`src/rtl/guess_entry_ctrl_pkg.sv`:
```
// Shared game constants and FSM encoding for the guess-entry, display and
// colour-checker blocks.
package guess_entry_ctrl_pkg;

  localparam int LETTER_MAX   = 25;
  localparam int WORD_LETTERS = 5;

  localparam logic [WORD_LETTERS-1:0] ALL_GREEN = '1;

  typedef enum logic [1:0] {
    ST_ENTRY  = 2'd0,
    ST_COMMIT = 2'd1,
    ST_WON    = 2'd2,
    ST_LOST   = 2'd3
  } state_e;

endpackage

```
`src/rtl/guess_entry_ctrl_if.sv`:
```
// Keyboard/checker/history bundle between the entry controller and the game shell.
interface guess_entry_ctrl_if
  import guess_entry_ctrl_pkg::*;
#(
  parameter int LETTER_W = 5
);
  logic                             letter_valid;
  logic [LETTER_W-1:0]              letter_code;
  logic                             back_pulse;
  logic                             enter_pulse;
  logic                             new_game;
  logic [WORD_LETTERS*LETTER_W-1:0] guess_word;
  logic [WORD_LETTERS-1:0]          greens_in;
  logic [WORD_LETTERS-1:0]          yellows_in;
  logic [2:0]                       letter_count;
  logic [2:0]                       attempt;
  logic [2:0]                       rd_row;
  logic [WORD_LETTERS*LETTER_W-1:0] rd_word;
  logic [WORD_LETTERS-1:0]          rd_greens;
  logic [WORD_LETTERS-1:0]          rd_yellows;
  logic                             won;
  logic                             lost;
  logic                             row_done;

  modport slave (
    input  letter_valid, letter_code, back_pulse, enter_pulse, new_game,
           greens_in, yellows_in, rd_row,
    output guess_word, letter_count, attempt, rd_word, rd_greens, rd_yellows,
           won, lost, row_done
  );

  modport master (
    output letter_valid, letter_code, back_pulse, enter_pulse, new_game,
           greens_in, yellows_in, rd_row,
    input  guess_word, letter_count, attempt, rd_word, rd_greens, rd_yellows,
           won, lost, row_done
  );
endinterface

```
`src/rtl/guess_history_ram.sv`:
```
// Per-game guess history: one write port, combinational read, bulk clear.
module guess_history_ram
  import guess_entry_ctrl_pkg::*;
#(
  parameter int ROWS     = 6,
  parameter int LETTER_W = 5
) (
  input  logic                             clk,
  input  logic                             rst_n,
  input  logic                             clr_i,
  input  logic                             we_i,
  input  logic [2:0]                       wr_row_i,
  input  logic [WORD_LETTERS*LETTER_W-1:0] wr_word_i,
  input  logic [WORD_LETTERS-1:0]          wr_greens_i,
  input  logic [WORD_LETTERS-1:0]          wr_yellows_i,
  input  logic [2:0]                       rd_row_i,
  output logic [WORD_LETTERS*LETTER_W-1:0] rd_word_o,
  output logic [WORD_LETTERS-1:0]          rd_greens_o,
  output logic [WORD_LETTERS-1:0]          rd_yellows_o
);

  logic [WORD_LETTERS*LETTER_W-1:0] word_q [ROWS];
  logic [WORD_LETTERS-1:0]          grn_q  [ROWS];
  logic [WORD_LETTERS-1:0]          yel_q  [ROWS];

  always_ff @(posedge clk or negedge rst_n) begin
    if (!rst_n) begin
      for (int r = 0; r < ROWS; r++) begin
        word_q[r] <= '0;
        grn_q[r]  <= '0;
        yel_q[r]  <= '0;
      end
    end else if (clr_i) begin
      for (int r = 0; r < ROWS; r++) begin
        word_q[r] <= '0;
        grn_q[r]  <= '0;
        yel_q[r]  <= '0;
      end
    end else if (we_i && int'(wr_row_i) < ROWS) begin
      word_q[wr_row_i] <= wr_word_i;
      grn_q[wr_row_i]  <= wr_greens_i;
      yel_q[wr_row_i]  <= wr_yellows_i;
    end
  end

  // Rows beyond the game length read as empty rather than aliasing.
  always_comb begin
    rd_word_o    = '0;
    rd_greens_o  = '0;
    rd_yellows_o = '0;
    if (int'(rd_row_i) < ROWS) begin
      rd_word_o    = word_q[rd_row_i];
      rd_greens_o  = grn_q[rd_row_i];
      rd_yellows_o = yel_q[rd_row_i];
    end
  end

endmodule

```
`src/rtl/guess_entry_ctrl.sv`:
```
// Word entry controller: collects typed letters, commits rows to history,
// and tracks win/loss for one game.
module guess_entry_ctrl
  import guess_entry_ctrl_pkg::*;
#(
  parameter int MAX_GUESSES = 6,
  parameter int LETTER_W    = 5
) (
  input logic              clk,
  input logic              rst_n,
  guess_entry_ctrl_if.slave bus
);

  state_e                                 state_q;
  logic [WORD_LETTERS-1:0][LETTER_W-1:0]  word_q;
  logic [2:0]                             cnt_q;
  logic [2:0]                             attempt_q;
  logic                                   won_q, lost_q;

  logic       commit_we;
  logic       letter_ok;
  logic [2:0] attempt_d;

  assign letter_ok = (int'(cnt_q) < WORD_LETTERS) &&
                     (int'(bus.letter_code) <= LETTER_MAX);
  assign attempt_d = attempt_q + 3'd1;
  // A new_game arriving in the commit cycle cancels the commit, so the
  // pulse must be qualified combinationally rather than pre-registered.
  assign commit_we = (state_q == ST_COMMIT) && !bus.new_game;

  always_ff @(posedge clk or negedge rst_n) begin
    if (!rst_n) begin
      state_q   <= ST_ENTRY;
      word_q    <= '0;
      cnt_q     <= '0;
      attempt_q <= '0;
      won_q     <= 1'b0;
      lost_q    <= 1'b0;
    end else if (bus.new_game) begin
      state_q   <= ST_ENTRY;
      word_q    <= '0;
      cnt_q     <= '0;
      attempt_q <= '0;
      won_q     <= 1'b0;
      lost_q    <= 1'b0;
    end else begin
      case (state_q)
        ST_ENTRY: begin
          if (bus.enter_pulse) begin
            if (int'(cnt_q) == WORD_LETTERS) state_q <= ST_COMMIT;
          end else if (bus.back_pulse) begin
            if (cnt_q != 3'd0) begin
              word_q[cnt_q - 3'd1] <= '0;
              cnt_q                <= cnt_q - 3'd1;
            end
          end else if (bus.letter_valid && letter_ok) begin
            word_q[cnt_q] <= bus.letter_code;
            cnt_q         <= cnt_q + 3'd1;
          end
        end
        ST_COMMIT: begin
          attempt_q <= attempt_d;
          word_q    <= '0;
          cnt_q     <= '0;
          if (bus.greens_in == ALL_GREEN) begin
            state_q <= ST_WON;
            won_q   <= 1'b1;
          end else if (attempt_d == 3'(MAX_GUESSES)) begin
            state_q <= ST_LOST;
            lost_q  <= 1'b1;
          end else begin
            state_q <= ST_ENTRY;
          end
        end
        default: ;
      endcase
    end
  end

  guess_history_ram #(
    .ROWS     (MAX_GUESSES),
    .LETTER_W (LETTER_W)
  ) u_hist (
    .clk          (clk),
    .rst_n        (rst_n),
    .clr_i        (bus.new_game),
    .we_i         (commit_we),
    .wr_row_i     (attempt_q),
    .wr_word_i    (word_q),
    .wr_greens_i  (bus.greens_in),
    .wr_yellows_i (bus.yellows_in),
    .rd_row_i     (bus.rd_row),
    .rd_word_o    (bus.rd_word),
    .rd_greens_o  (bus.rd_greens),
    .rd_yellows_o (bus.rd_yellows)
  );

  assign bus.guess_word   = word_q;
  assign bus.letter_count = cnt_q;
  assign bus.attempt      = attempt_q;
  assign bus.won          = won_q;
  assign bus.lost         = lost_q;
  assign bus.row_done     = commit_we;

endmodule
```
`src/flat_wrapper.sv`:
```
// flat-port wrapper written by rule: the top's interface ports become plain ports
module guess_entry_ctrl_flat import guess_entry_ctrl_pkg::*;
#(
  parameter int MAX_GUESSES = 6,
  parameter int LETTER_W    = 5
)
  (clk, rst_n, bus_letter_valid, bus_letter_code, bus_back_pulse, bus_enter_pulse, bus_new_game, bus_greens_in, bus_yellows_in, bus_rd_row, bus_guess_word, bus_letter_count, bus_attempt, bus_rd_word, bus_rd_greens, bus_rd_yellows, bus_won, bus_lost, bus_row_done);
  guess_entry_ctrl_if #(.LETTER_W(LETTER_W)) bus_i ();
  input logic clk;
  input logic rst_n;
  input wire logic [$bits(bus_i.letter_valid)-1:0] bus_letter_valid;
  input wire logic [$bits(bus_i.letter_code)-1:0] bus_letter_code;
  input wire logic [$bits(bus_i.back_pulse)-1:0] bus_back_pulse;
  input wire logic [$bits(bus_i.enter_pulse)-1:0] bus_enter_pulse;
  input wire logic [$bits(bus_i.new_game)-1:0] bus_new_game;
  input wire logic [$bits(bus_i.greens_in)-1:0] bus_greens_in;
  input wire logic [$bits(bus_i.yellows_in)-1:0] bus_yellows_in;
  input wire logic [$bits(bus_i.rd_row)-1:0] bus_rd_row;
  output wire logic [$bits(bus_i.guess_word)-1:0] bus_guess_word;
  output wire logic [$bits(bus_i.letter_count)-1:0] bus_letter_count;
  output wire logic [$bits(bus_i.attempt)-1:0] bus_attempt;
  output wire logic [$bits(bus_i.rd_word)-1:0] bus_rd_word;
  output wire logic [$bits(bus_i.rd_greens)-1:0] bus_rd_greens;
  output wire logic [$bits(bus_i.rd_yellows)-1:0] bus_rd_yellows;
  output wire logic [$bits(bus_i.won)-1:0] bus_won;
  output wire logic [$bits(bus_i.lost)-1:0] bus_lost;
  output wire logic [$bits(bus_i.row_done)-1:0] bus_row_done;
  assign bus_i.letter_valid = bus_letter_valid;
  assign bus_i.letter_code = bus_letter_code;
  assign bus_i.back_pulse = bus_back_pulse;
  assign bus_i.enter_pulse = bus_enter_pulse;
  assign bus_i.new_game = bus_new_game;
  assign bus_i.greens_in = bus_greens_in;
  assign bus_i.yellows_in = bus_yellows_in;
  assign bus_i.rd_row = bus_rd_row;
  assign bus_guess_word = bus_i.guess_word;
  assign bus_letter_count = bus_i.letter_count;
  assign bus_attempt = bus_i.attempt;
  assign bus_rd_word = bus_i.rd_word;
  assign bus_rd_greens = bus_i.rd_greens;
  assign bus_rd_yellows = bus_i.rd_yellows;
  assign bus_won = bus_i.won;
  assign bus_lost = bus_i.lost;
  assign bus_row_done = bus_i.row_done;
  guess_entry_ctrl #(.MAX_GUESSES(MAX_GUESSES), .LETTER_W(LETTER_W)) u_core (.clk(clk), .rst_n(rst_n), .bus(bus_i));
endmodule
```
`config.mk`:
```
export PLATFORM = sky130hd
export DESIGN_NAME = guess_entry_ctrl_flat
export DESIGN_NICKNAME = d
export VERILOG_FILES = /design/src/rtl/guess_entry_ctrl_pkg.sv /design/src/rtl/guess_entry_ctrl_if.sv /design/src/rtl/guess_history_ram.sv /design/src/rtl/guess_entry_ctrl.sv /design/src/flat_wrapper.sv
export SDC_FILE = /design/constraint.sdc
export NUM_CORES = 1
export LEC_CHECK = 0
export ABC_AREA = 1
export CAP_MARGIN = 0
export CORE_UTILIZATION = 60
export CTS_CLUSTER_SIZE = 16
export DETAILED_ROUTE_END_ITERATION = 8
export PLACE_DENSITY = 0.84
export SLEW_MARGIN = 20
export SYNTH_ARGS = -nofsm -noshare
export SYNTH_HDL_FRONTEND = slang
export SYNTH_HIERARCHICAL = 1
export SYNTH_SLANG_ARGS = --single-unit
```
`constraint.sdc`:
```
create_clock -name clk -period 4.9 [get_ports clk]
set_input_delay 0.98 -clock clk [delete_from_list [all_inputs] [get_ports clk]]
set_output_delay 0.98 -clock clk [all_outputs]
set_load 0.1 [all_outputs]
```
==> flow_metrics.tcl, run 1 <==
set metrics [dict create \
    status "complete, but fails checks" \
    violations "design-rule violations" \
    yosys_most_used_dff "dfrtp_1" \
    start_util_pct 61.65 \
    antenna_found_initial 0 \
    drt-vias-per-instance 5.951 \
    num_rows 54 \
    worst-path-max-fanout 47 \
    cts_resized 0 \
    p_int_mw 3.807 \
    hpwl_um 23430 \
    synth_top_cell_by_area "dfrtp_1" \
    fin_total_pwr_mw 5.419 \
    p_switching_mw 1.612 \
    crit_path_start_kind "primary input" \
    cpMaxStageDelayCell "inv_2" \
    n_antenna_cell 0 \
    cts_made_buffers 27 \
    drv_cap 0 \
    grt_util_all_layers_pct 35.18 \
    seq_power_share_pct 39.0 \
    first_global_vias 12690 \
    pre_cts_slack_ns 1.080 \
    slew-limit-headroom_pct 25.59 \
    ys_warn_count 6 \
    vdd_ir_drop_max_mv 0.2725 \
    drcViolationCount 1 \
    finalWorstSetupSlack_ns 0.9099 \
    place_inst 2173 \
    multi_input_area_um2 5916 \
    maxSlewViolCount 0 \
    die_w_um 152.4 \
    grt_overflow 0 \
    crit_chain "buf_4, inv_2, buf_12, nand2_1, nand3_1, nand2_1, nand2_1, nand2_1, buf_12" \
    critPathArrivalTime_ns 3.01 \
    yosys-top-cells-area "dfrtp_1 45%, nand2_1 21%, nand3_1 15%" \
    synth_area_per_cell_um2 7.143 \
    yosys-top-cells-count "761 x nand2_1, 408 x nand3_1, 245 x dfrtp_1" \
    grt_max_degree 162 \
    path_delay_family "buffers and inverters" \
    nFillCells 1694 \
    path_clk_slew_ns 0.06 \
    core_area_um2 22030 \
    postPlaceCellArea_um2 14690 \
    p_sw_share_pct 29.74 \
    nets 1952 \
    seqCellArea_um2 6131 \
    postSynth.asyncResetShare_pct 100.0 \
    p_leak_nw 8.466 \
    wl_per_cell_um 18.44 \
    cts_hold_buf 0 \
    clock_latency_ns 0.55 \
    clock-root-buffer "clkbuf_16" \
    routed_wirelength_um 40980 \
    drive_gt1_share_pct 7.720 \
    vias 13230 \
    drtAntennaViolNets 0 \
    synth.cell_area_um2 13580 \
    tightest_slew_ns 1.109 \
    drt-initial-drc-count 1939 \
    path_common_cell "nand2_1" \
    synth_cell_type_count 38 \
    syn2layout_area_growth_pct 15.95 \
    synth_cells 1901 \
    synth-seq-area-share_pct 45.15 \
    pwr-share-clk_pct 44.1 \
    ys_seq_elements 245 \
    final_util_pct 71.48 \
    layout_min_cycle_time_ns 3.990 \
    io_pins 93 \
    cts_buffer_depth 3 \
    path_class "primary input to output pin" \
    fin_crit_sh_pct 81.43 \
    power_frac_comb_pct 16.9 \
    rsz0062_at_grt "no" \
    clock_skew_ns 0.02135 \
    hp-class "primary input to asynchronous set/reset pin" \
    synth_fp_nets 1931 \
    yosysTopAreaCellShare_pct 45.15 \
    fin_cells 2223 \
    synth_edf_count 0 \
    cellPowerDensity_nw_per_um2 344.2 \
    report.final.setup_viol 0 \
    yosysMostFrequentCell "nand2_1" \
    die_h_um 152.4 \
    hold_ws_ns 0.4734 \
    max_freq_mhz 250.6 \
    max_stage_delay_ns 0.47 \
    finalHoldViolCount 0 \
    drtPass1Iterations 9 \
    fin_setup_tns_ns 0 \
    cts_setup_buffers 0 \
    io_buffers 92 \
    final_cell_area_um2 15740 \
    clock_sinks 245 \
    endpoint_kind "output pin" \
    cts_htree_levels 1 \
    grt_pass1_wl_um 65360 \
    cts_tree "yes" \
    cp.required_ns 3.92 \
    die_area_um2 23230 \
    gp_congestion 0.9609 \
    crit_buf_inv 4 \
]
layout make-up:
| type | instances | area share [%] |
|---|---|---|
| sequential | 245 | 38.94 |
| tap | 280 | 2.225 |
| clock buffer | 37 | 4.975 |
| clock inverter | 13 | 1.748 |
| timing repair buffer | 108 | 9.235 |
| inverter | 215 | 5.301 |
| multi-input combinational | 1325 | 37.57 |
power by group through the flow:
stage	clock, mW	combinational [mW]	sequential [mW]
after global routing	2.48	0.967	2.12
after detailed placement	0	0.900	2.15
final	2.39	0.918	2.11
after floorplan	0	0.516	2.25
after CTS	2.39	0.904	2.11
after global placement	0	0.887	2.15
cell usage in the layout (no fill, tap or decap), drive strengths merged:
cell	n
buf	54
xnor2	3
ha	6
dfrtp	245
nor2	51
o22ai	1
o221ai	1
nor3	6
or2	3
inv	214
o21ai	62
a21oi	2
nand3	412
clkdlybuf4s50	54
nand2	771
clkbuf	37
nand4	6
clkinvlp	1
clkinv	5
bufinv	8
a41oi	1
flip-flops by register name, summed over array words and instances (netlist names):
name,count
u_core/u_hist/word_q,150
u_core/u_hist/grn_q,30
u_core/u_hist/yel_q,30
u_core/bus.guess_word,25
u_core/bus.attempt,3
u_core/bus.letter_count,3
u_core/state_q,2
u_core/bus.lost,1
u_core/bus.won,1
logic make-up (layout without fill, tap and decap cells):
| family | after synthesis | in the layout | share of synthesized area [%] |
|---|---|---|---|
| buffers and inverters | 331 | 373 | 11.28 |
| DFF | 245 | 245 | 45.15 |
| and+or+nand+nor | 1249 | 1249 | 40.29 |
| AOI/OAI and AO/OA | 67 | 67 | 2.534 |
| xor gates and xnor gates | 3 | 3 | 0.1935 |
| adders and majority gates | 6 | 6 | 0.5529 |
path summary, 6_finish.rpt:
| kind | from | cells after the start | end | slack (ns) |
|---|---|---|---|---|
| worst max-delay path | bus_rd_row[0] | 9 | bus_rd_word[18] | 0.91 |
| worst min-delay path | rst_n | 1 | u_core/u_hist/word_q[145] | 0.47 |
| worst max register to register | u_core/state_q[1] | 7 | u_core/u_hist/grn_q[12] | 1.92 |
| worst min register to register | u_core/bus.won | 2 | u_core/bus.won | 0.50 |
| max in group asynchronous | rst_n | 2 | u_core/u_hist/word_q[137] | 3.37 |
| min in group clk | u_core/bus.won | 2 | u_core/bus.won | 0.50 |
routing by layer:
layer / track usage, % / routed length [um]
met1: 46.63 / 15590
met2: 57.19 / 18840
met3: 6.172 / 5007
met4: 15.25 / 1543
met5: 0 / 0
Power figures use the tool's default switching activity.
==> run 2, diff against run 1 <==
clock period = 4.2 ns   (was 4.9 ns; I/O delays follow)
==> run 2 against run 1 <==
Compared with the run above: the flow now finishes without violations; wire length is 0.92% higher; die area is the same; cell count hardly changed; combinational power is 18% higher; first-iteration DRC count shrank 5.7%; sequential share of layout area is 0.31 points higher; largest power group is now sequential cells.
==> flow_metrics.tcl, run 2 (synthesized netlist as in run 1, its figures left out) <==
set metrics [dict create \
    critPathArrivalTime_ns 2.65 \
    drcViolationCount 0 \
    endpoint_kind "output pin" \
    cp.required_ns 3.36 \
    cts_tree "yes" \
    routed_wirelength_um 41360 \
    top_regs "u_core/u_hist/word_q: 150 flops, u_core/u_hist/grn_q: 30 flops, u_core/u_hist/yel_q: 30 flops" \
    clock_latency_ns 0.53 \
    drive_gt1_share_pct 7.613 \
    crit_path_start_kind "primary input" \
    layout.cells.most_common_list "761 x nand2_1, 408 x nand3_1, 245 x dfrtp_1, 193 x inv_1, 54 x clkdlybuf4s50_1" \
    nFillCells 1736 \
    wl_met3_um 5220 \
    first_global_vias 12470 \
    hpwl_um 23680 \
    tightest_slew_ns 1.159 \
    top_register "u_core/u_hist/word_q" \
    vdd_ir_drop_max_mv 0.3216 \
    hold_ws_ns 0.3611 \
    path_clk_slew_ns 0.06 \
    num_rows 54 \
    grt_pass1_wl_um 65050 \
    antenna_found_initial 0 \
    slew-limit-headroom_pct 22.65 \
    io_buffers 92 \
    fin_total_pwr_mw 5.841 \
    layout_min_cycle_time_ns 3.486 \
    wl_met1_um 15400 \
    final_util_pct 70.90 \
    n_antenna_cell 0 \
    p_leak_nw 8.386 \
    drtAntennaViolNets 0 \
    finalWorstSetupSlack_ns 0.7143 \
    worst-path-max-fanout 23 \
    crit_chain "clkdlybuf4s50_1, clkinv_1, buf_12, nand2_1, nand2_1, buf_12" \
    core_area_um2 22030 \
    multi_input_area_um2 5924 \
    cpMaxStageDelayCell "clkinv_1" \
    drt-vias-per-instance 5.956 \
    cts_hold_buf 0 \
    maxSlewViolCount 0 \
    routed-wl-met2_um 18800 \
    status "finished clean" \
    max_freq_mhz 286.9 \
    gp_congestion 0.9855 \
    nets 1956 \
    clock_skew_ns 0.01023 \
    grt_max_degree 124 \
    start_util_pct 61.65 \
    cellPowerDensity_nw_per_um2 374.0 \
    seqCellArea_um2 6131 \
    final_common_cell "nand2_1" \
    finalHoldViolCount 0 \
    routed.top_layer "met4" \
    grt_overflow 0 \
    path_class "primary input to output pin" \
    fin_crit_sh_pct 82.99 \
    cts_htree_levels 1 \
    vias 13250 \
    max_stage_delay_ns 0.54 \
    die_h_um 152.4 \
    grt_util_all_layers_pct 35.33 \
    cts_made_buffers 26 \
    syn2layout_area_growth_pct 15.02 \
    fin_setup_tns_ns 0 \
    die_w_um 152.4 \
    clock-root-buffer "clkbuf_16" \
    hp-class "primary input to asynchronous set/reset pin" \
    io_pins 93 \
    rsz0062_at_grt "no" \
    die_area_um2 23230 \
    wl_per_cell_um 18.60 \
    largest_register_ff_count 150 \
    pre_cts_slack_ns 0.8053 \
    cts_buffer_depth 3 \
    clock_sinks 245 \
    report.final.setup_viol 0 \
    drtPass1Iterations 8 \
    drt-initial-drc-count 1828 \
    cts_setup_buffers 0 \
    cts_resized 0 \
    drv_cap 0 \
]
-- run 2: power by group --
part / switching (mW) / internal, mW
registers: 0.0725 / 2.39
clock network: 0.933 / 1.36
logic: 0.819 / 0.261
-- run 2: cell type report --
cell class / instances / area share (%)
well taps: 280 / 2.243
clock inverters: 9 / 0.6089
repair buffers: 113 / 9.790
clock buffers: 37 / 4.823
inverters: 215 / 5.344
multi-input cells: 1325 / 37.93
flip-flops and latches: 245 / 39.26
-- run 2: routing by layer --
metal / GRT usage (%) / vias up
met1: 46.22 / 6127
met3: 7.196 / 174
li1: - / 5993
met5: 0 / -
met2: 56.79 / 953
met4: 16.64 / 0
-- run 2: path summary, 6_finish.rpt --
path | start | endpoint | slack [ns] | depth (start not counted)
worst max-delay path | bus_rd_row[2] | bus_rd_word[5] | 0.71 | 6
worst min-delay path | rst_n | u_core/u_hist/word_q[145] | 0.36 | 1
worst max register to register | u_core/state_q[1] | u_core/u_hist/grn_q[12] | 1.49 | 8
worst min register to register | u_core/u_hist/word_q[90] | u_core/u_hist/word_q[90] | 0.50 | 2
max in group asynchronous | rst_n | u_core/u_hist/yel_q[7] | 2.79 | 2
min in group clk | u_core/u_hist/word_q[90] | u_core/u_hist/word_q[90] | 0.50 | 2
-- run 2: critical path: cells and delay by family --
family        cells  cell delay (ns)
buf+inv           4             1.60
simple gates      2             0.17
-- run 2: stage by stage --
stage                     std cells  instance area (um^2)
after floorplan                1901                 13580
after global placement         2178                 14760
after detailed placement       2178                 14760
after CTS                      2224                 15610
after global routing           2224                 15620
final                          2224                 15620
